File: src/rtl/kbd_pkg.sv
// ---------------------------------------------------------------------------
// kbd_pkg
// Shared definitions for the keypad scanner that sits in the CPU keyboard
// window at base address 0xFFFFFC10.
//   - Register byte offsets inside the window (DATA, STATUS, CONTROL).
//   - CONTROL register bit positions.
//   - Scanner FSM state encoding.
// ---------------------------------------------------------------------------
package kbd_pkg;

    // Byte offsets inside the keyboard window.
    localparam logic [2:0] KBD_DATA   = 3'h0;
    localparam logic [2:0] KBD_STATUS = 3'h2;
    localparam logic [2:0] KBD_CTRL   = 3'h4;

    // CONTROL bit positions. Only irq_en is stored; the other two are
    // write-1 pulses and always read back as 0.
    localparam int CTRL_IRQ_EN  = 0;
    localparam int CTRL_CLR_OVF = 1;
    localparam int CTRL_FLUSH   = 2;

    typedef enum logic [2:0] {
        IDLE     = 3'd0,
        DEBOUNCE = 3'd1,
        SCAN     = 3'd2,
        PUSH     = 3'd3,
        RELEASE  = 3'd4
    } kbd_state_t;

endpackage

File: src/rtl/keypad_scan_fifo_if.sv
// ---------------------------------------------------------------------------
// keypad_scan_fifo_if
// CPU I/O bus as seen by the keyboard window.
//   read_enable       read strobe, one cycle per access
//   write_enable      write strobe, one cycle per access
//   address           byte offset inside the window
//   write_data        write data
//   read_data_output  read data, combinational from address while strobed
//   interrupt         level interrupt request
// Handshake: there is no ready/valid pair. Every access is a single-cycle
// strobe that the peripheral always accepts; a read returns its data in the
// same cycle and any side effect (FIFO pop) takes place on the closing edge.
// ---------------------------------------------------------------------------
interface keypad_scan_fifo_if;
    logic        read_enable;
    logic        write_enable;
    logic [2:0]  address;
    logic [15:0] write_data;
    logic [15:0] read_data_output;
    logic        interrupt;

    modport master (
        output read_enable, write_enable, address, write_data,
        input  read_data_output, interrupt
    );

    modport slave (
        input  read_enable, write_enable, address, write_data,
        output read_data_output, interrupt
    );
endinterface

File: src/rtl/key_fifo.sv
// ---------------------------------------------------------------------------
// key_fifo
// Small synchronous FIFO for key codes with combinational head output.
//   clock, reset  system clock, asynchronous active-high reset
//   push, din     write request and data (ignored when full unless popping)
//   pop           read request (ignored when empty)
//   flush         empties the FIFO; overrides a simultaneous push
//   dout          head entry (valid when !empty)
//   empty, full   status flags
//   count         number of stored entries
// Pointers carry one extra wrap bit so full and empty are distinguished
// without a separate counter.
// ---------------------------------------------------------------------------
module key_fifo #(
    parameter int WIDTH = 8,
    parameter int DEPTH = 4
) (
    input  logic                     clock,
    input  logic                     reset,
    input  logic                     push,
    input  logic                     pop,
    input  logic                     flush,
    input  logic [WIDTH-1:0]         din,
    output logic [WIDTH-1:0]         dout,
    output logic                     empty,
    output logic                     full,
    output logic [$clog2(DEPTH):0]   count
);
    localparam int AW = $clog2(DEPTH);

    logic [WIDTH-1:0] mem [DEPTH];
    logic [AW:0]      wr_ptr;
    logic [AW:0]      rd_ptr;
    logic             do_push;
    logic             do_pop;

    assign empty = (wr_ptr == rd_ptr);
    assign full  = (wr_ptr[AW] != rd_ptr[AW]) && (wr_ptr[AW-1:0] == rd_ptr[AW-1:0]);
    assign count = wr_ptr - rd_ptr;
    assign dout  = mem[rd_ptr[AW-1:0]];

    // When full, a push is still accepted if the head leaves on the same
    // edge: the new entry lands in the slot that is being vacated.
    assign do_pop  = pop && !empty;
    assign do_push = push && (!full || do_pop);

    always_ff @(posedge clock or posedge reset) begin
        if (reset) begin
            wr_ptr <= '0;
            rd_ptr <= '0;
        end else if (flush) begin
            wr_ptr <= '0;
            rd_ptr <= '0;
        end else begin
            if (do_push) wr_ptr <= wr_ptr + 1'b1;
            if (do_pop)  rd_ptr <= rd_ptr + 1'b1;
        end
    end

    always_ff @(posedge clock) begin
        if (do_push && !flush) mem[wr_ptr[AW-1:0]] <= din;
    end
endmodule

File: src/rtl/keypad_scan_fifo.sv
// ---------------------------------------------------------------------------
// keypad_scan_fifo
// ROWS x COLS matrix keypad scanner with press/release debounce, a key-code
// FIFO and a bus register window.
//   clock, reset   system clock, asynchronous active-high reset
//   bus            CPU I/O bus (slave side): DATA / STATUS / CONTROL
//   column         keypad columns, active-low, already synchronised
//   row            keypad row drive, active-low
//   fsm_state      current scanner state, for observation
// Code of a key = row_index * COLS + column_index.
// ---------------------------------------------------------------------------
module keypad_scan_fifo
    import kbd_pkg::*;
#(
    parameter int ROWS            = 4,
    parameter int COLS            = 4,
    parameter int DEBOUNCE_CYCLES = 1000,
    parameter int FIFO_DEPTH      = 4
) (
    input  logic               clock,
    input  logic               reset,
    keypad_scan_fifo_if.slave  bus,
    input  logic [COLS-1:0]    column,
    output logic [ROWS-1:0]    row,
    output kbd_state_t         fsm_state
);
    localparam int CW = $clog2(DEBOUNCE_CYCLES + 1);
    localparam int RW = $clog2(ROWS);
    localparam logic [CW-1:0] CNT_LAST = CW'(DEBOUNCE_CYCLES - 1);
    localparam logic [RW-1:0] ROW_LAST = RW'(ROWS - 1);

    kbd_state_t      state, state_next;
    logic [CW-1:0]   cnt, cnt_next;
    logic [RW-1:0]   r, r_next;
    logic            settle, settle_next;   // 1 on the sampling cycle of a row
    logic [7:0]      code, code_next;

    logic            any_low;
    logic [7:0]      col_idx;
    logic            fifo_push;

    logic            fifo_pop;
    logic            fifo_flush;
    logic [7:0]      fifo_dout;
    logic            fifo_empty;
    logic            fifo_full;
    logic [$clog2(FIFO_DEPTH):0] fifo_count;
    logic [3:0]      count_lo;

    logic            irq_en;
    logic            overflow;
    logic            ctrl_wr;
    logic            clr_ovf;
    logic            overflow_set;

    assign fsm_state = state;
    assign any_low   = ~&column;

    // Priority encoder: lowest-index low column wins when several keys of
    // the same row are down.
    always_comb begin
        col_idx = 8'd0;
        for (int c = COLS - 1; c >= 0; c--) begin
            if (!column[c]) col_idx = 8'(c);
        end
    end

    // ---------------- FSM: state register ----------------
    always_ff @(posedge clock or posedge reset) begin
        if (reset) begin
            state  <= IDLE;
            cnt    <= '0;
            r      <= '0;
            settle <= 1'b0;
            code   <= '0;
        end else begin
            state  <= state_next;
            cnt    <= cnt_next;
            r      <= r_next;
            settle <= settle_next;
            code   <= code_next;
        end
    end

    // ---------------- FSM: next state ----------------
    always_comb begin
        state_next  = state;
        cnt_next    = cnt;
        r_next      = r;
        settle_next = settle;
        code_next   = code;
        case (state)
            IDLE: begin
                if (any_low) begin
                    state_next = DEBOUNCE;
                    cnt_next   = '0;
                end
            end
            DEBOUNCE: begin
                if (!any_low) begin
                    state_next = IDLE;
                end else if (cnt == CNT_LAST) begin
                    state_next  = SCAN;
                    r_next      = '0;
                    settle_next = 1'b0;
                end else begin
                    cnt_next = cnt + 1'b1;
                end
            end
            SCAN: begin
                // First cycle of a row lets the lines settle; second samples.
                if (!settle) begin
                    settle_next = 1'b1;
                end else begin
                    settle_next = 1'b0;
                    if (any_low) begin
                        code_next  = 8'(32'(r) * COLS + 32'(col_idx));
                        state_next = PUSH;
                    end else if (r == ROW_LAST) begin
                        // Key vanished before its row was reached.
                        state_next = IDLE;
                    end else begin
                        r_next = r + 1'b1;
                    end
                end
            end
            PUSH: begin
                state_next = RELEASE;
                cnt_next   = '0;
            end
            RELEASE: begin
                // Every key must be up for the full window; any low column
                // restarts it, so a held key never produces a second code.
                if (any_low) begin
                    cnt_next = '0;
                end else if (cnt == CNT_LAST) begin
                    state_next = IDLE;
                end else begin
                    cnt_next = cnt + 1'b1;
                end
            end
            default: state_next = IDLE;
        endcase
    end

    // ---------------- FSM: outputs ----------------
    always_comb begin
        row       = '0;
        fifo_push = 1'b0;
        case (state)
            SCAN:    row = ~(ROWS'(1) << r);
            PUSH:    fifo_push = 1'b1;
            default: ;
        endcase
    end

    // ---------------- FIFO ----------------
    assign ctrl_wr    = bus.write_enable && (bus.address == KBD_CTRL);
    assign fifo_flush = ctrl_wr && bus.write_data[CTRL_FLUSH];
    assign clr_ovf    = ctrl_wr && bus.write_data[CTRL_CLR_OVF];
    assign fifo_pop   = bus.read_enable && (bus.address == KBD_DATA) && !fifo_empty;

    key_fifo #(
        .WIDTH (8),
        .DEPTH (FIFO_DEPTH)
    ) u_fifo (
        .clock (clock),
        .reset (reset),
        .push  (fifo_push),
        .pop   (fifo_pop),
        .flush (fifo_flush),
        .din   (code),
        .dout  (fifo_dout),
        .empty (fifo_empty),
        .full  (fifo_full),
        .count (fifo_count)
    );

    // A code is lost only when it arrives at a full FIFO that is neither
    // draining nor being flushed on the same edge.
    assign overflow_set = fifo_push && fifo_full && !fifo_pop && !fifo_flush;
    assign count_lo     = 4'(fifo_count);

    // ---------------- control / status registers ----------------
    always_ff @(posedge clock or posedge reset) begin
        if (reset) begin
            irq_en   <= 1'b0;
            overflow <= 1'b0;
        end else begin
            if (ctrl_wr) irq_en <= bus.write_data[CTRL_IRQ_EN];
            // A new overflow takes priority over a clear on the same edge.
            if (overflow_set)  overflow <= 1'b1;
            else if (clr_ovf)  overflow <= 1'b0;
        end
    end

    logic unused_write_bits;
    assign unused_write_bits = ^bus.write_data[15:3];

    always_comb begin
        bus.read_data_output = 16'd0;
        if (bus.read_enable) begin
            case (bus.address)
                KBD_DATA:   bus.read_data_output = fifo_empty ? 16'd0 : {8'd0, fifo_dout};
                KBD_STATUS: bus.read_data_output = {8'd0, count_lo, 1'b0, overflow,
                                                    fifo_full, ~fifo_empty};
                KBD_CTRL:   bus.read_data_output = {15'd0, irq_en};
                default:    bus.read_data_output = 16'd0;
            endcase
        end
    end

    assign bus.interrupt = irq_en & ~fifo_empty;

endmodule

File: src/flat_wrapper.sv
// flat-port wrapper written by rule: the top's interface ports become plain ports
module keypad_scan_fifo_flat import kbd_pkg::*;
#(
    parameter int ROWS            = 4,
    parameter int COLS            = 4,
    parameter int DEBOUNCE_CYCLES = 1000,
    parameter int FIFO_DEPTH      = 4
)
  (clock, reset, column, row, fsm_state, bus_read_enable, bus_write_enable, bus_address, bus_write_data, bus_read_data_output, bus_interrupt);
  keypad_scan_fifo_if bus_i ();
  input  logic clock;
  input  logic reset;
  input  logic [COLS-1:0] column;
  output logic [ROWS-1:0] row;
  output kbd_state_t fsm_state;
  input wire logic [$bits(bus_i.read_enable)-1:0] bus_read_enable;
  input wire logic [$bits(bus_i.write_enable)-1:0] bus_write_enable;
  input wire logic [$bits(bus_i.address)-1:0] bus_address;
  input wire logic [$bits(bus_i.write_data)-1:0] bus_write_data;
  output wire logic [$bits(bus_i.read_data_output)-1:0] bus_read_data_output;
  output wire logic [$bits(bus_i.interrupt)-1:0] bus_interrupt;
  assign bus_i.read_enable = bus_read_enable;
  assign bus_i.write_enable = bus_write_enable;
  assign bus_i.address = bus_address;
  assign bus_i.write_data = bus_write_data;
  assign bus_read_data_output = bus_i.read_data_output;
  assign bus_interrupt = bus_i.interrupt;
  keypad_scan_fifo #(.ROWS(ROWS), .COLS(COLS), .DEBOUNCE_CYCLES(DEBOUNCE_CYCLES), .FIFO_DEPTH(FIFO_DEPTH)) u_core (.clock(clock), .reset(reset), .bus(bus_i), .column(column), .row(row), .fsm_state(fsm_state));
endmodule
File: config.mk
export PLATFORM = sky130hd
export DESIGN_NAME = keypad_scan_fifo_flat
export DESIGN_NICKNAME = d
export VERILOG_FILES = /design/src/rtl/kbd_pkg.sv /design/src/rtl/keypad_scan_fifo_if.sv /design/src/rtl/key_fifo.sv /design/src/rtl/keypad_scan_fifo.sv /design/src/flat_wrapper.sv
export SDC_FILE = /design/constraint.sdc
export NUM_CORES = 1
export LEC_CHECK = 0
export ABC_AREA = 1
export CAP_MARGIN = 20
export CORE_ASPECT_RATIO = 0.9
export CORE_MARGIN = 3
export CORE_UTILIZATION = 49
export DETAILED_ROUTE_END_ITERATION = 8
export HOLD_SLACK_MARGIN = 0.02
export PLACE_DENSITY_LB_ADDON = 0.3
export SLEW_MARGIN = 30
export SYNTH_ARGS = -nofsm -noshare
export SYNTH_HDL_FRONTEND = slang
export SYNTH_SLANG_ARGS = --single-unit
File: constraint.sdc
create_clock -name clock -period 1.95 [get_ports clock]
set_input_delay 0.2925 -clock clock [delete_from_list [all_inputs] [get_ports clock]]
set_output_delay 0.2925 -clock clock [all_outputs]
set_load 0.02 [all_outputs]
After elaboration in Yosys (flattened, before gate mapping) --
Memory sizes are Yosys's and may differ from the RTL's. Cells that the tools add are included.
Cells by class: $add $sub $neg 6, equal/unequal tests 21, shifts and indexed selects 1, mux-type cells 41, bitwise gates (word level) 4, reduce and logical (&&, ||, !) cells 30
Operator list (count):
- 16-bit case mux with 3 select lines | 1
- 10-bit 2-to-1 mux | 4
- 10-bit case mux with 4 select lines | 1
- 3-bit 2-to-1 mux | 12
- 8-bit 2-to-1 mux | 4
- 16-bit 2-to-1 mux | 1
- 3-bit case mux with 5 select lines | 1
- 1-bit logical AND | 12
- 2-bit 2-to-1 mux | 6
- 6-bit AND reduction | 2
- 10-bit by 1-bit adder with 10-bit output (second input constant) | 1
- 10-bit == test (second input constant) | 1
- 2-bit by 1-bit inequality test with 1-bit output (second input constant) | 5
- 3-bit by 2-bit == test with 1-bit output (second input constant) | 3
- 3-bit AND reduction | 3
- 4-bit by 8-bit adder with 8-bit output | 1
- 1-bit 2-to-1 mux | 8
- 2-bit nonzero test | 4
- 3-bit by 1-bit adder with 3-bit output (second input constant) | 2
- 3-bit == test (second input constant) | 2
- 3-bit logical NOT | 2
- 2-bit inequality test (second input constant) | 3
- 1-bit logical NOT | 4
- 4-bit 2-to-1 mux | 1
- 18 further kinds | 19
Word-level totals: register bits 32, RAM bits 32, input bits 27, output and inout port bits 24, logic and storage cells 113, memories kept 1
Memory list:
- u_core.u_fifo.mem | depth 4, width 8, rd ports 1, clocked after memory_dff 0, write ports 1, RTL line key_fifo.sv:31 | logic [WIDTH-1:0] mem [DEPTH];

Logic depth before layout (Yosys ltp) --
Gate-level depths: netlist of run 1.
depth after elaboration 9, gate-level depth with buffers 10

Cells and area by module --
From an unflattened synthesis of run 1, not the netlist that was laid out.
Second synthesis, totals: cell total of the unflattened synthesis 397, area total of the unflattened synthesis 3407.0 um^2
By module, submodules not included:
- key_fifo | instances 1, cells an instance 144, area an instance 1709.1 um^2, seq. area each 1111.1 um^2
- keypad_scan_fifo | instances 1, cells an instance 253, area an instance 1697.9 um^2, seq. area each 550.5 um^2

Worst setup path after synthesis of run 1 --
No wires, ideal clock.
path type register -> output, from register u_core.u_fifo.rd_ptr[1], to output bus_read_data_output[1], arrival 1.548 ns, setup slack 0.110 ns, cell stages (with the launch flop) 8, buffers on the path 0, cell sequence dfrtp_1 inv_1 ha_1 nand3_1 inv_1 nor2_1 nand2_1 a21oi_1
On the way: longest elaborated chain between the ends 4, elaborated cells between the ends (all ways) 7, those cells by class 2 x eq/ne; 3 x mux; 1 x reduce/logical; 1 x memory
RTL lines:
- start, declared | RTL line key_fifo.sv:33 | logic [AW:0] rd_ptr;
- start signal, assigned | RTL line key_fifo.sv:56 | if (do_pop) rd_ptr <= rd_ptr + 1'b1;
- memory 4 x 8 bit (tied with other cells)
- 8-bit 2-to-1 mux / 1-bit logical AND (equally long branches) | RTL line keypad_scan_fifo.sv:204, key_fifo.sv:38
- 16-bit case mux with 3 select lines (*) | RTL line keypad_scan_fifo.sv:203 | case (bus.address)
- 16-bit 2-to-1 mux (*) | RTL line keypad_scan_fifo.sv:202 | if (bus.read_enable) begin
- end, declared | RTL line flat_wrapper.sv:20 | output wire logic [$bits(bus_i.read_data_output)-1:0] bus_read_data_output;
Mark *: on every way between the ends. The rest lies on a longest branch, timed or not.

Worst setup path in the final report of run 1 --
from register u_core.u_fifo.wr_ptr[1], to output bus_read_data_output[1]
On the way: longest elaborated chain between the ends 4, elaborated cells between the ends (all ways) 6, those cells by class 2 x eq/ne; 3 x mux; 1 x reduce/logical
RTL lines:
- start, declared | RTL line key_fifo.sv:32 | logic [AW:0] wr_ptr;
- start signal, assigned | RTL line key_fifo.sv:55 | if (do_push) wr_ptr <= wr_ptr + 1'b1;
- 3-bit == test / 2-bit == test (equally long branches) | RTL line key_fifo.sv:37, key_fifo.sv:38
- 8-bit 2-to-1 mux / 1-bit logical AND (equally long branches) | RTL line keypad_scan_fifo.sv:204, key_fifo.sv:38
- 16-bit case mux with 3 select lines (*) | RTL line keypad_scan_fifo.sv:203
- 16-bit 2-to-1 mux (*) | RTL line keypad_scan_fifo.sv:202
Marks and branches as above.

==> results of run 1 <==
## worst max-delay path: cells and delay by family (launching register included)
family | cells | cell delay [ps]
and+or+nand+nor | 3 | 260
AOI/OAI and AO/OA | 1 | 150
adders and majority gates | 1 | 270
buffers and inverters | 2 | 220
DFF | 1 | 450
## worst paths after layout
check	start	to	slack [ps]	depth (start not counted)
min	reset	u_core.overflow$_DFFE_PP0P_	360	3
max reg2reg	u_core.u_fifo.wr_ptr[1]$_DFFE_PP0P_	u_core.u_fifo.mem[1][1]$_DFFE_PP_	240	8
max	u_core.u_fifo.wr_ptr[1]$_DFFE_PP0P_	bus_read_data_output[1]	30	7
min reg2reg	u_core.code[1]$_DFFE_PP0P_	u_core.u_fifo.mem[1][1]$_DFFE_PP_	520	0
max in group asynchronous	reset	u_core.u_fifo.wr_ptr[1]$_DFFE_PP0P_	1300	3
min in group clock	bus_address[2]	u_core.irq_en$_DFFE_PP0N_	410	3
## repair_timing
item                                    in CTS  in global routing
endpoints found under the setup margin      12                  8
pin swaps                                    2                 12
gates resized for setup                     44                 41
buffers inserted                             0                  1
## kinds of logic after synthesis
kind of cell	after synthesis	synth area share, %
flip-flops	44	44.3
AO/OA/AOI/OAI	43	8.44
other	1	0.141
AND/OR/NAND/NOR	175	29.6
buffers and inverters	54	9.19
XOR/XNOR	6	1.97
adder cells (fa/ha/maj)	13	6.38
## area by class of cell
| cell class | count | area (µm²) | area share [%] |
|---|---|---|---|
| clock inverter | 2 | 11.3 | 0.329 |
| inverter | 43 | 163 | 4.75 |
| clock buffer | 6 | 72.6 | 2.12 |
| timing repair buffer | 61 | 515 | 15.1 |
| multi-input combinational | 246 | 1400 | 40.8 |
| tap | 65 | 81.3 | 2.38 |
| sequential | 44 | 1180 | 34.6 |
## layer usage
layer  routed length [µm]  global-route usage (%)  part of all wire, %
met5                    0                       0                    0
met4                   84                    5.79                  1.5
met3                  245                    3.35                  4.2
met2                 2740                    31.6                   47
met1                 2720                    25.6                   47
## power groups by stage
stage | combinational (mW) | clock, mW | sequential [mW]
6_report | 0.987 | 0.555 | 1.01
5_1_grt | 1.08 | 0.618 | 1.02
4_1_cts | 0.796 | 0.567 | 1.01
3_5_place_dp | 0.759 | 0 | 1.02
3_3_place_gp | 0.742 | 0 | 1.02
2_1_floorplan | 0.393 | 0 | 1.03
## cells in the final DEF (no fill, tap or decap), types with 2 or more instances in the layout
cell,count
sky130_fd_sc_hd__o21ai_2,3
sky130_fd_sc_hd__buf_6,4
sky130_fd_sc_hd__nand2_2,8
sky130_fd_sc_hd__nor2_1,41
sky130_fd_sc_hd__a21oi_1,8
sky130_fd_sc_hd__ha_4,2
sky130_fd_sc_hd__edfxtp_1,16
sky130_fd_sc_hd__inv_1,33
sky130_fd_sc_hd__ha_1,10
sky130_fd_sc_hd__nand2_1,70
sky130_fd_sc_hd__inv_2,9
sky130_fd_sc_hd__a21oi_2,3
sky130_fd_sc_hd__nor3_1,2
sky130_fd_sc_hd__conb_1,9
sky130_fd_sc_hd__clkdlybuf4s50_1,15
sky130_fd_sc_hd__nor2_2,7
sky130_fd_sc_hd__o22ai_2,2
sky130_fd_sc_hd__o21ai_0,17
sky130_fd_sc_hd__dlygate4sd2_1,4
sky130_fd_sc_hd__nand4_1,7
sky130_fd_sc_hd__buf_4,35
sky130_fd_sc_hd__nor2_4,5
sky130_fd_sc_hd__nand3b_1,2
sky130_fd_sc_hd__xor2_1,5
sky130_fd_sc_hd__clkbuf_8,5
sky130_fd_sc_hd__nand3_1,28
sky130_fd_sc_hd__dfrtp_1,27
sky130_fd_sc_hd__o21ai_1,8
sky130_fd_sc_hd__nand3_2,2
## sequential cells by signal, summed over array words and instances (netlist names)
signal,cells
u_core.u_fifo.mem,16
u_core.cnt,10
u_core.code,4
u_core.fsm_state,3
u_core.u_fifo.rd_ptr,3
u_core.u_fifo.wr_ptr,3
u_core.r,2
u_core.irq_en,1
u_core.overflow,1
u_core.settle,1
## stage by stage
| step | util, % | setup TNS [ps] |
|---|---|---|
| after global routing | 67.8 | -198 |
| after detailed placement | 63.7 | -2340 |
| after floorplan | - | 0 |
| final | 67.8 | 0 |
| after CTS | 65.6 | -19.0 |
| after global placement | 63.7 | -2020 |
==> flow_results.org, run 1 <==
** Run status
- Status :: completed

** Worst setup path
- Crit Path Category :: flop to primary output
- The largest single stage delay on the critical path is 450 ps.
- Critical path startpoint category :: flop
- Crit-path slowest cell :: sky130_fd_sc_hd__dfrtp_2
- Arr. time, crit path :: 1630 ps
- STA puts the critical path data required time at 1660 ps.
- Ordered list of cells on the worst path :: ha_4 -> nand3_4 -> inv_2 -> nor2_4 -> nand2_1 -> a21oi_1 -> buf_4
- Capturing element type of the critical path :: primary output
- Along the worst path, the maximum fanout reaches 3.

** STA
- Setup repair after global routing could not meet its margin everywhere.
- The worst path needs 1920 ps of the cycle, external delays included.
- The number of max-slew violations in the final report was 0.
- Setup violations remaining at the end of the flow were counted as 0.
- Dividing the final minimum period by the clock period gives 98.6%.
- The hold violation total from the final report was 0.
- Final Worst Setup Slack :: 26.7 ps
- Hold is met by 360 ps.
- Maximum achievable frequency :: 0.520 GHz
- Final setup skew :: 5.47 ps

** Synth
- During synthesis, Yosys emitted a total of 0 warnings.
- Total standard cell area after synthesis :: 0.00267 mm²
- By area the synthesized netlist is led by sky130_fd_sc_hd__dfrtp_1 (26%), sky130_fd_sc_hd__edfxtp_1 (18%), sky130_fd_sc_hd__nand2_1 (10%).
- The most common cell in the synthesized netlist is sky130_fd_sc_hd__nand2_1.
- The synthesized design contains 16 enable-type register cells.
- In the synthesized netlist the dominant register cell turns out to be sky130_fd_sc_hd__dfrtp_1.
- After synthesis, the mean cell area works out to 7.94 µm².
- Post-synth top area cell :: sky130_fd_sc_hd__dfrtp_1
- Synthesized flop and latch total :: 44
- Post-synth top cells :: sky130_fd_sc_hd__nand2_1 (73), sky130_fd_sc_hd__nor2_1 (46), sky130_fd_sc_hd__inv_1 (37)
- Sequential-to-total area share from yosys stat :: 44.3%
- For this run, asynchronously set or reset flops after synthesis account for 63.6%.
- Number of standard cells after synthesis :: 336
- Counting distinct cell types in the post-synthesis netlist gives 31.
- Share of the synthesized area in the top cell type :: 26.3%

** Detailed routing
- The first routing iteration left 113 violations.
- The routed design has 5790 µm of wire.
- The first detailed-routing pass took 4 iterations.
- Antenna Violating Nets Remaining :: 0
- Total DRC errors in the routed layout :: 0
- Routed length per placed instance :: 12.4 µm
- The final route contains 2351 vias.
- Via-per-instance ratio :: 5.03

** Clocking
- Latest clock arrival within the worst-skew pair :: 300 ps
- Clock-pin slew was measured on the worst setup and hold paths at 80 ps.
- In this run, CTS created clock tree buffers numbering 5.
- The clock passes through at most 2 buffers.
- TritonCTS built the clock tree.
- CTS Hold Buffers Added :: 0
- Clock tree synthesis found a total of 44 sinks.
- The H-tree was split into 2 levels.
- The tree is rooted in a sky130_fd_sc_hd__clkbuf_8.

** Cells and area
- With fillers left out, the area of the finished cells amounts to 0.00342 mm².
- The area growth from synthesis to layout is 28.3%.
- Final standard cell count with taps included and fillers excluded :: 467
- Filler cells :: 418
- Nets :: 441
- 0 antenna diodes ended up in the layout.
- Fraction of final layout cells sized beyond drive strength 1 :: 23.9%

** Power
- Power Density :: 747 mW/mm²
- Sw Share :: 33.1%
- NetSw :: 0.845 mW
- Of the total power, the clock network draws 21.7%.
- Cell leakage power :: 1.63 nW
- Int Power :: 1.71 mW
- IR analysis of the VDD net gives a maximum drop of 0.000626 V.
- Combinational cells account for 38.6% of the total power.
- Power, Total :: 2.56 mW
- Registers are responsible for 39.7% of the overall power.

** Floorplan
- Number of placement rows :: 24
- The die is 83.8 µm wide.
- Initial Utilization :: 52.9%
- Total Die Area :: 0.00637 mm²
- Standard cell core area :: 0.00504 mm²
- In this run the vertical extent of the chip is 76.0 µm.
- Total I/O pin count :: 51

** Min path
- In this run the worst hold path is classified as primary input to asynchronous set/reset pin.

** Flow run
- Reported max-cap violation count :: 0

** Global routing
- Leftover overflow at the end of global routing :: 0
- GRT Total Usage :: 19.1%
- Entering global routing, the biggest net connects 29 pins.
- The number of antenna violations at the first check in global routing came to 0.
- The via count of the first global-routing pass was 2217.
- Wire length of the first global-routing pass :: 10100 µm

** Placed design
- Area after DPL :: 0.00322 mm²
- Count of buffers inserted at the top-level ports :: 28
- Routability-driven placement finished with a final weighted congestion of 0.896.
- Worst slack, placed :: -338 ps
- Detailed placement finished with a half-perimeter wire length of 4290 µm.
- In this run, placement finished with an instance count of 458.
Note: power is estimated with default switching activity, not from simulation.
==> run 2, diff against run 1 <==
--- a/config.mk
+++ b/config.mk
@@ -9,7 +9,7 @@
 export CAP_MARGIN = 20
 export CORE_ASPECT_RATIO = 0.9
 export CORE_MARGIN = 3
-export CORE_UTILIZATION = 49
+export CORE_UTILIZATION = 52
 export DETAILED_ROUTE_END_ITERATION = 8
 export HOLD_SLACK_MARGIN = 0.02
 export PLACE_DENSITY_LB_ADDON = 0.3
==> run 2 against run 1 <==
Effect of this change:
- the flow now finishes with violations (setup timing)
- sequential power about the same
- clock power increased by 2%
- first-iteration DRC count increased by 50%
- total power decreased by 1.5%
- wire length increased by 0.78%
- largest cell class unchanged
- highest routed layer unchanged
==> flow_results.org, run 2 (synthesis results as in run 1) <==
** Cells and area
- Nets :: 447 (+1.4%)
- Largest register FFs :: 16 (unchanged)
- Inserted Diodes :: 0 (unchanged)
- Fraction of final layout cells sized beyond drive strength 1 :: 23.5% (-0.35 points)
- Commonest cells after routing, fill and taps aside :: sky130_fd_sc_hd__nand2_1 (71), sky130_fd_sc_hd__buf_4 (41), sky130_fd_sc_hd__nor2_1 (40)
- Most common cell after layout, fill and taps aside :: sky130_fd_sc_hd__nand2_1
- The total area of multi-input combinational cells came to 0.00136 mm² (-3.0%).
- Syn-to-layout area delta :: 28.6%
- Filler cells :: 411 (-1.7%)
- Flip-flop and latch area :: 0.00118 mm² (unchanged)

** Global routing
- The largest net degree at the start of global routing was 29 (unchanged).
- The number of antenna violations at the first check in global routing was 0 (unchanged).
- Met2 Resource Use GR :: 32.9% (+1.4 points)
- The overall overflow remaining after global route is 0 (unchanged).
- GRT Total Usage :: 20.8% (+1.7 points)
- The layer flagged by global routing as most heavily used is met2.
- GR Layer Usage met3 :: 3.63% (+0.28 points)
- Met1 track demand over resource :: 29.9% (+4.2 points)
- Wire length of the first global-routing pass :: 9780 µm (-3.2%)
- Via count of the first global-routing pass :: 2169 (-2.2%)

** STA
- The number of max-slew violations in the final report is 0 (unchanged).
- The highest clock rate is 0.505 GHz (-2.9%).
- Post-layout min period :: 1980 ps (+57.1 ps)
- The slack of the critical path was -30.5 ps (-57.1 ps).
- Final setup fails :: 1 (+1)
- Total count of hold-check failures in the final report :: 0 (unchanged)
- Min Hold Slack :: 360 ps (-0.128 ps)
- The post-route clock period utilization is 102% (+2.9 points).
- Final setup skew :: 9.30 ps (+3.83 ps)
- Setup repair after global routing could not meet its margin everywhere.

** Clocking
- Sinks on the clock net :: 44 (unchanged)
- Clock tree from TritonCTS :: built
- Latest clock arrival within the worst-skew pair :: 300 ps (about the same)
- The root buffer cell chosen for the clock tree is sky130_fd_sc_hd__clkbuf_8.
- The total number of H-tree levels was 2 (unchanged).
- Max Root-Sink Buffers :: 2 (unchanged)
- Cts bufs inserted :: 5 (unchanged)
- Clock-pin slew of the registers on the worst-case setup and hold paths :: 90 ps (about the same)

** Power
- Cell leakage power :: 1.64 nW (+0.45%)
- Worst ir drop on vdd :: 0.000526 V (-16%)
- The power per cell area was 734 mW/mm² (-1.7%).
- The total power consumption of the routed design was 2.52 mW (-1.5%).

** Worst setup path
- STA classifies the critical path startpoint as a flop.
- Arr. time, crit path :: 1690 ps (+60 ps)
- The highest net fanout along the worst path came to 3 (unchanged).
- Required time of the critical path :: 1660 ps (about the same)
- STA classifies the critical path endpoint as a primary output.
- The critical path in this run is classified as flop to primary output.

** Placed design
- Gpl congestion :: 0.888 (-0.87%)
- Half-perimeter wire length after placement :: 4320 µm (+0.80%)
- The number of port buffers came to 28 (unchanged).

** Floorplan
- The placeable core area is 0.00489 mm² (-3.0%).
- The number of placed I/O pins came to 51 (unchanged).
- DIE HEIGHT :: 73.9 µm (-2.7%)
- The die span in x came to 81.5 µm (-2.7%).
- Total Die Area :: 0.00603 mm² (-5.3%)
- The site row count was 24 (unchanged).
- The initial core utilization was 54.5% (+1.6 points).

** Detailed routing
- The iteration-0 DRC count of the detailed router was 170 (+50%).
- The number of optimization iterations in the first detailed-route pass was 4 (unchanged).
- Total DRC errors in the routed layout :: 0 (unchanged)
- The count of vias placed by the detailed router is 2384 (+1.4%).
- The total wirelength of the detailed-routed design came to 5830 µm (+0.78%).
- The number of nets with antenna violations after detailed routing is 0 (unchanged).
- The ratio of routed vias to standard cells was 5.04 (+0.12%).
- Routed length per placed instance :: 12.3 µm (-0.50%)

** Min path
- The tightest min-delay check is of the primary input to asynchronous set/reset pin type.

** Run status
- Status :: finished with violations
- Violated checks :: setup timing

** Flow run
- The number of max-cap violations came to 0 (unchanged).
[run 2: power by group]
group / switching [mW] / internal [mW]
Clock: 0.314 / 0.251
Combinational: 0.455 / 0.474
Sequential: 0.0391 / 0.985
Total: 0.808 / 1.71
[run 2: layer usage]
layer / routed length (µm) / vias up
met5: 0 / -
met4: 62 / 0
met3: 323 / 5
met2: 2700 / 73
met1: 2750 / 1090
li1: - / 1216
[run 2: area by class of cell]
class,count,share of cell area (%)
Clock inverter,2,0.365
Multi-Input combinational cell,246,39.5
Sequential cell,44,34.5
Timing Repair Buffer,67,16.3
Tap cell,65,2.37
Clock buffer,6,2.12
Inverter,43,4.85
[run 2: final timing paths]
| path | end | slack (ps) | startpoint | cells after the start |
|---|---|---|---|---|
| worst max-delay path | bus_read_data_output[1] | -30 | u_core.u_fifo.rd_ptr[1]$_DFFE_PP0P_ | 9 |
| max in group asynchronous | u_core.fsm_state[1]$_DFFE_PP0P_ | 1290 | reset | 3 |
| worst max register to register | u_core.u_fifo.mem[0][0]$_DFFE_PP_ | 30 | u_core.u_fifo.wr_ptr[0]$_DFFE_PP0P_ | 11 |
| worst min-delay path | u_core.irq_en$_DFFE_PP0N_ | 360 | reset | 3 |
| worst min register to register | u_core.u_fifo.mem[3][1]$_DFFE_PP_ | 520 | u_core.code[1]$_DFFE_PP0P_ | 0 |
| min in group clock | u_core.u_fifo.mem[3][1]$_DFFE_PP_ | 520 | u_core.code[1]$_DFFE_PP0P_ | 0 |
[run 2: through the flow]
stage | worst slack, ps | cell area (µm²) | util (%) | TNS [ps] | std cells
after floorplan | 110 | 2700 | - | 0 | 344
after global placement | -318 | 3220 | 65.7 | -1830 | 458
after detailed placement | -335 | 3220 | 65.7 | -2010 | 458
after CTS | -41.3 | 3380 | 69.1 | -72.1 | 472
after global routing | -117 | 3430 | 70.1 | -880 | 473
final | -30.5 | 3430 | 70.1 | -30.5 | 473
[run 2: critical path: stages (launching register included)]
cell and delay (ps):
sky130_fd_sc_hd__dfrtp_1 420, sky130_fd_sc_hd__inv_2 90, sky130_fd_sc_hd__ha_4 200, sky130_fd_sc_hd__nand3_4 90, sky130_fd_sc_hd__inv_2 50, sky130_fd_sc_hd__nor2_2 90, sky130_fd_sc_hd__buf_4 120, sky130_fd_sc_hd__nand2_2 40
sky130_fd_sc_hd__a21oi_2 140, sky130_fd_sc_hd__buf_6 130
[run 2: repair_timing]
item                                    in CTS  in global routing
setup buffers                                6                  2
endpoints found under the setup margin      12                  9
hold buffers                                 0                  0
pin swaps                                    9                 11
gates resized for setup                     51                 20
==> run 3, diff against run 2 <==
--- a/config.mk
+++ b/config.mk
@@ -6,13 +6,13 @@
 export NUM_CORES = 1
 export LEC_CHECK = 0
 export ABC_AREA = 1
-export CAP_MARGIN = 20
 export CORE_ASPECT_RATIO = 0.9
 export CORE_MARGIN = 3
 export CORE_UTILIZATION = 52
 export DETAILED_ROUTE_END_ITERATION = 8
-export HOLD_SLACK_MARGIN = 0.02
+export HOLD_SLACK_MARGIN = 0.15
 export PLACE_DENSITY_LB_ADDON = 0.3
+export RECOVER_POWER = 100
 export SLEW_MARGIN = 30
 export SYNTH_ARGS = -nofsm -noshare
 export SYNTH_HDL_FRONTEND = slang
==> run 3 against run 2 <==
Effect of this change:
- the flow still finishes with violations (setup timing)
- flip-flop and latch count unchanged
- sequential share of layout area about the same
- core utilization down 0.051 points
- first-iteration DRC count unchanged
- largest power group unchanged
- highest routed layer unchanged
==> flow_results.org, run 3 (synthesis results as in run 1) <==
** Detailed routing
- The number of optimization iterations in the first detailed-route pass came to 4 (unchanged).
- The ratio of routed vias to standard cells is 5.04 (about the same).
- The iteration-0 DRC count of the detailed router came to 170 (unchanged).
- The count of vias placed by the detailed router was 2383 (-0.042%).
- Routed length per placed instance :: 12.3 µm (about the same)
- Sum of routed wire length over all layers :: 5830 µm (about the same)
- Total DRC errors in the routed layout :: 0 (unchanged)
- Antenna Violating Nets Remaining :: 0 (unchanged)

** Placed design
- The sum of net half-perimeters after detailed placement came to 4320 µm (unchanged).
- Area after DPL :: 0.00322 mm² (unchanged)
- The number of cells after detailed placement was 458 (unchanged).
- The number of port buffers is 28 (unchanged).
- The last weighted congestion value of the routability-driven placer was 0.888 (unchanged).

** STA
- The highest clock rate came to 0.505 GHz (unchanged).
- The clock period minus final worst setup slack was 1980 ps (unchanged).
- The post-route clock period utilization is 102% (unchanged).
- Final Worst Setup Slack :: -30.5 ps (unchanged)
- Slew at the pin closest to its max-slew limit :: 716 ps
- Max-Slew Margin vs Limit :: 52.3%
- The clock skew after layout is 9.28 ps (-0.0112 ps).
- The hold violation total from the final report is 0 (unchanged).
- Unrepaired setup endpoints after global routing :: true
- The number of max-slew violations in the final report is 0 (unchanged).
- Setup TNS after final layout :: -30.5 ps (unchanged)
- The number of setup violations in the final report was 1 (unchanged).

** Worst setup path
- Worst reg2reg path startpoint :: u_core.u_fifo.wr_ptr[0]$_DFFE_PP0P_
- Crit Path Category :: flop to primary output
- STA classifies the critical path startpoint as a flop.
- Critical register-to-register path endpoint :: u_core.u_fifo.mem[0][0]$_DFFE_PP_
- Worst setup path endpoint :: bus_read_data_output[1]
- The worst setup path is captured at a primary output.
- The length in cells of the worst reg-to-reg path is 11 (unchanged).
- Max FO, Critical Path :: 3 (unchanged)
- The most critical setup path has its startpoint at u_core.u_fifo.rd_ptr[1]$_DFFE_PP0P_.
- The setup slack on the worst flop-to-flop path came to 30 ps (about the same).
- Required time of the critical path :: 1660 ps (about the same)
- Arr. time, crit path :: 1690 ps (about the same)

** Cells and area
- The synthesis-to-finish area growth was 28.5% (about the same).
- The flip-flop count of the largest register, all copies and words added was 16 (unchanged).
- The total area of sequential cells came to 0.00118 mm² (unchanged).
- The top cell types in the final layout, fill and taps aside, are sky130_fd_sc_hd__nand2_1 (71), sky130_fd_sc_hd__nor2_1 (40), sky130_fd_sc_hd__buf_4 (40).
- Fraction of final layout cells sized beyond drive strength 1 :: 23.5% (unchanged)
- The library cell used most frequently in the layout, excluding fill and tap cells, is sky130_fd_sc_hd__nand2_1.
- Final design area excluding fillers :: 0.00343 mm² (about the same)
- Area of the multi-input gates :: 0.00136 mm² (unchanged)
- Final standard cell count with taps included and fillers excluded :: 473 (unchanged)
- The antenna diode count came to 0 (unchanged).
- Nets :: 447 (unchanged)
- Filler cells :: 412 (+0.24%)

** Flow run
- The number of max-cap violations was 0 (unchanged).

** Global routing
- The via count of the first global-routing pass was 2169 (unchanged).
- Leftover overflow at the end of global routing :: 0 (unchanged)
- Wire length of the first global-routing pass :: 9780 µm (unchanged)
- Largest net degree at the start of global routing :: 29 (unchanged)
- The combined global-route utilization of all metal layers was 20.8% (unchanged).
- The number of antenna violations at the first check in global routing came to 0 (unchanged).

** Clocking
- Clock-pin slew of the registers on the worst-case setup and hold paths :: 90 ps (about the same)
- The clock insertion delay at the later pin of the skew report was 300 ps (about the same).
- Max Root-Sink Buffers :: 2 (unchanged)
- H-Tree Depth :: 2 (unchanged)
- Sinks on the clock net :: 44 (unchanged)
- Clock tree from TritonCTS :: built
- The tree is rooted in a sky130_fd_sc_hd__clkbuf_8.
- Cts bufs inserted :: 5 (unchanged)

** Power
- Sw Share :: 32.1% (about the same)
- The clock power share is 22.4% (about the same).
- The switching power total came to 0.808 mW (about the same).
- The total leakage power came to 1.64 nW (about the same).
- The power per cell area came to 734 mW/mm² (about the same).
- The register share of total power is 40.7% (about the same).
- Worst ir drop on vdd :: 0.000526 V (about the same)
- The part of the power in combinational logic came to 36.9% (about the same).
- The internal power summed over all cells was 1.71 mW (about the same).

** Min path
- Tightest Hold Check Type :: flop to flop
- Hold Path Cell Cnt :: 0

** Floorplan
- Die Wd :: 81.5 µm (unchanged)
- Number of placement rows :: 24 (unchanged)
- Total Die Area :: 0.00603 mm² (unchanged)
- Standard cell core area :: 0.00489 mm² (unchanged)
- The number of placed I/O pins came to 51 (unchanged).
- Initial Utilization :: 54.5% (unchanged)
- The overall die height was 73.9 µm (unchanged).

** Run status
- Status :: finished with violations
- Violated checks :: setup timing
-- run 3: stage by stage --
stage / hold WS (ps) / power [mW] / util (%) / setup WS [ps]
floorplan: 358 / 1.43 / - / 110
global placement: 499 / 1.78 / 65.7 / -318
detailed placement: 512 / 1.80 / 65.7 / -335
CTS: 381 / 2.50 / 69.1 / -41.3
global route: 553 / 2.66 / 70.0 / -117
finish: 525 / 2.52 / 70.0 / -30.5
-- run 3: worst min path at each step --
stage / from / end / slack, ps
2_1_floorplan: reset / u_core.cnt[0]$_DFFE_PP0P_ / 360
3_3_place_gp: u_core.code[1]$_DFFE_PP0P_ / u_core.u_fifo.mem[0][1]$_DFFE_PP_ / 500
3_5_place_dp: u_core.code[1]$_DFFE_PP0P_ / u_core.u_fifo.mem[0][1]$_DFFE_PP_ / 510
4_1_cts: reset / u_core.irq_en$_DFFE_PP0N_ / 380
5_1_grt: u_core.code[1]$_DFFE_PP0P_ / u_core.u_fifo.mem[2][1]$_DFFE_PP_ / 550
6_report: u_core.code[1]$_DFFE_PP0P_ / u_core.u_fifo.mem[3][1]$_DFFE_PP_ / 520
-- run 3: layer usage --
metal	wire length, µm	share of wire (%)	global-route usage, %	up-vias
met4	62	1.1	5.44	0
met1	2760	47	29.9	1089
met5	0	0	0	-
met3	322	5.5	3.63	5
li1	-	-	-	1216
met2	2690	46	32.9	73
-- run 3: timing repair --
| action | 4_1_cts | 5_1_grt |
|---|---|---|
| resized for setup | 51 | 20 |
| cloned | 0 | 0 |
| buffers inserted | 6 | 2 |
| endpoints found under the setup margin | 12 | 9 |
| hold buffers | 0 | 0 |
| pin swaps | 9 | 11 |
-- run 3: area by class of cell --
class                           count  area share, %
Inverter                           43           4.86
Tap cell                           65           2.37
Clock buffer                        6           2.12
Sequential cell                    44           34.5
Clock inverter                      2          0.365
Timing Repair Buffer               67           16.2
Multi-Input combinational cell    246           39.5
-- run 3: worst max-delay path, cell delays in order (launching register included) --
cell and delay (ps):
sky130_fd_sc_hd__dfrtp_1 420, sky130_fd_sc_hd__inv_2 90, sky130_fd_sc_hd__ha_4 200, sky130_fd_sc_hd__nand3_4 90, sky130_fd_sc_hd__inv_2 50, sky130_fd_sc_hd__nor2_2 90
sky130_fd_sc_hd__buf_4 120, sky130_fd_sc_hd__nand2_2 40, sky130_fd_sc_hd__a21oi_2 140, sky130_fd_sc_hd__buf_6 130
-- run 3: power groups by stage --
stage / combinational, mW / clock (mW) / sequential (mW)
6_report: 0.928 / 0.565 / 1.02
5_1_grt: 1.02 / 0.612 / 1.03
4_1_cts: 0.902 / 0.570 / 1.02
3_5_place_dp: 0.769 / 0 / 1.03
3_3_place_gp: 0.749 / 0 / 1.03
2_1_floorplan: 0.393 / 0 / 1.03
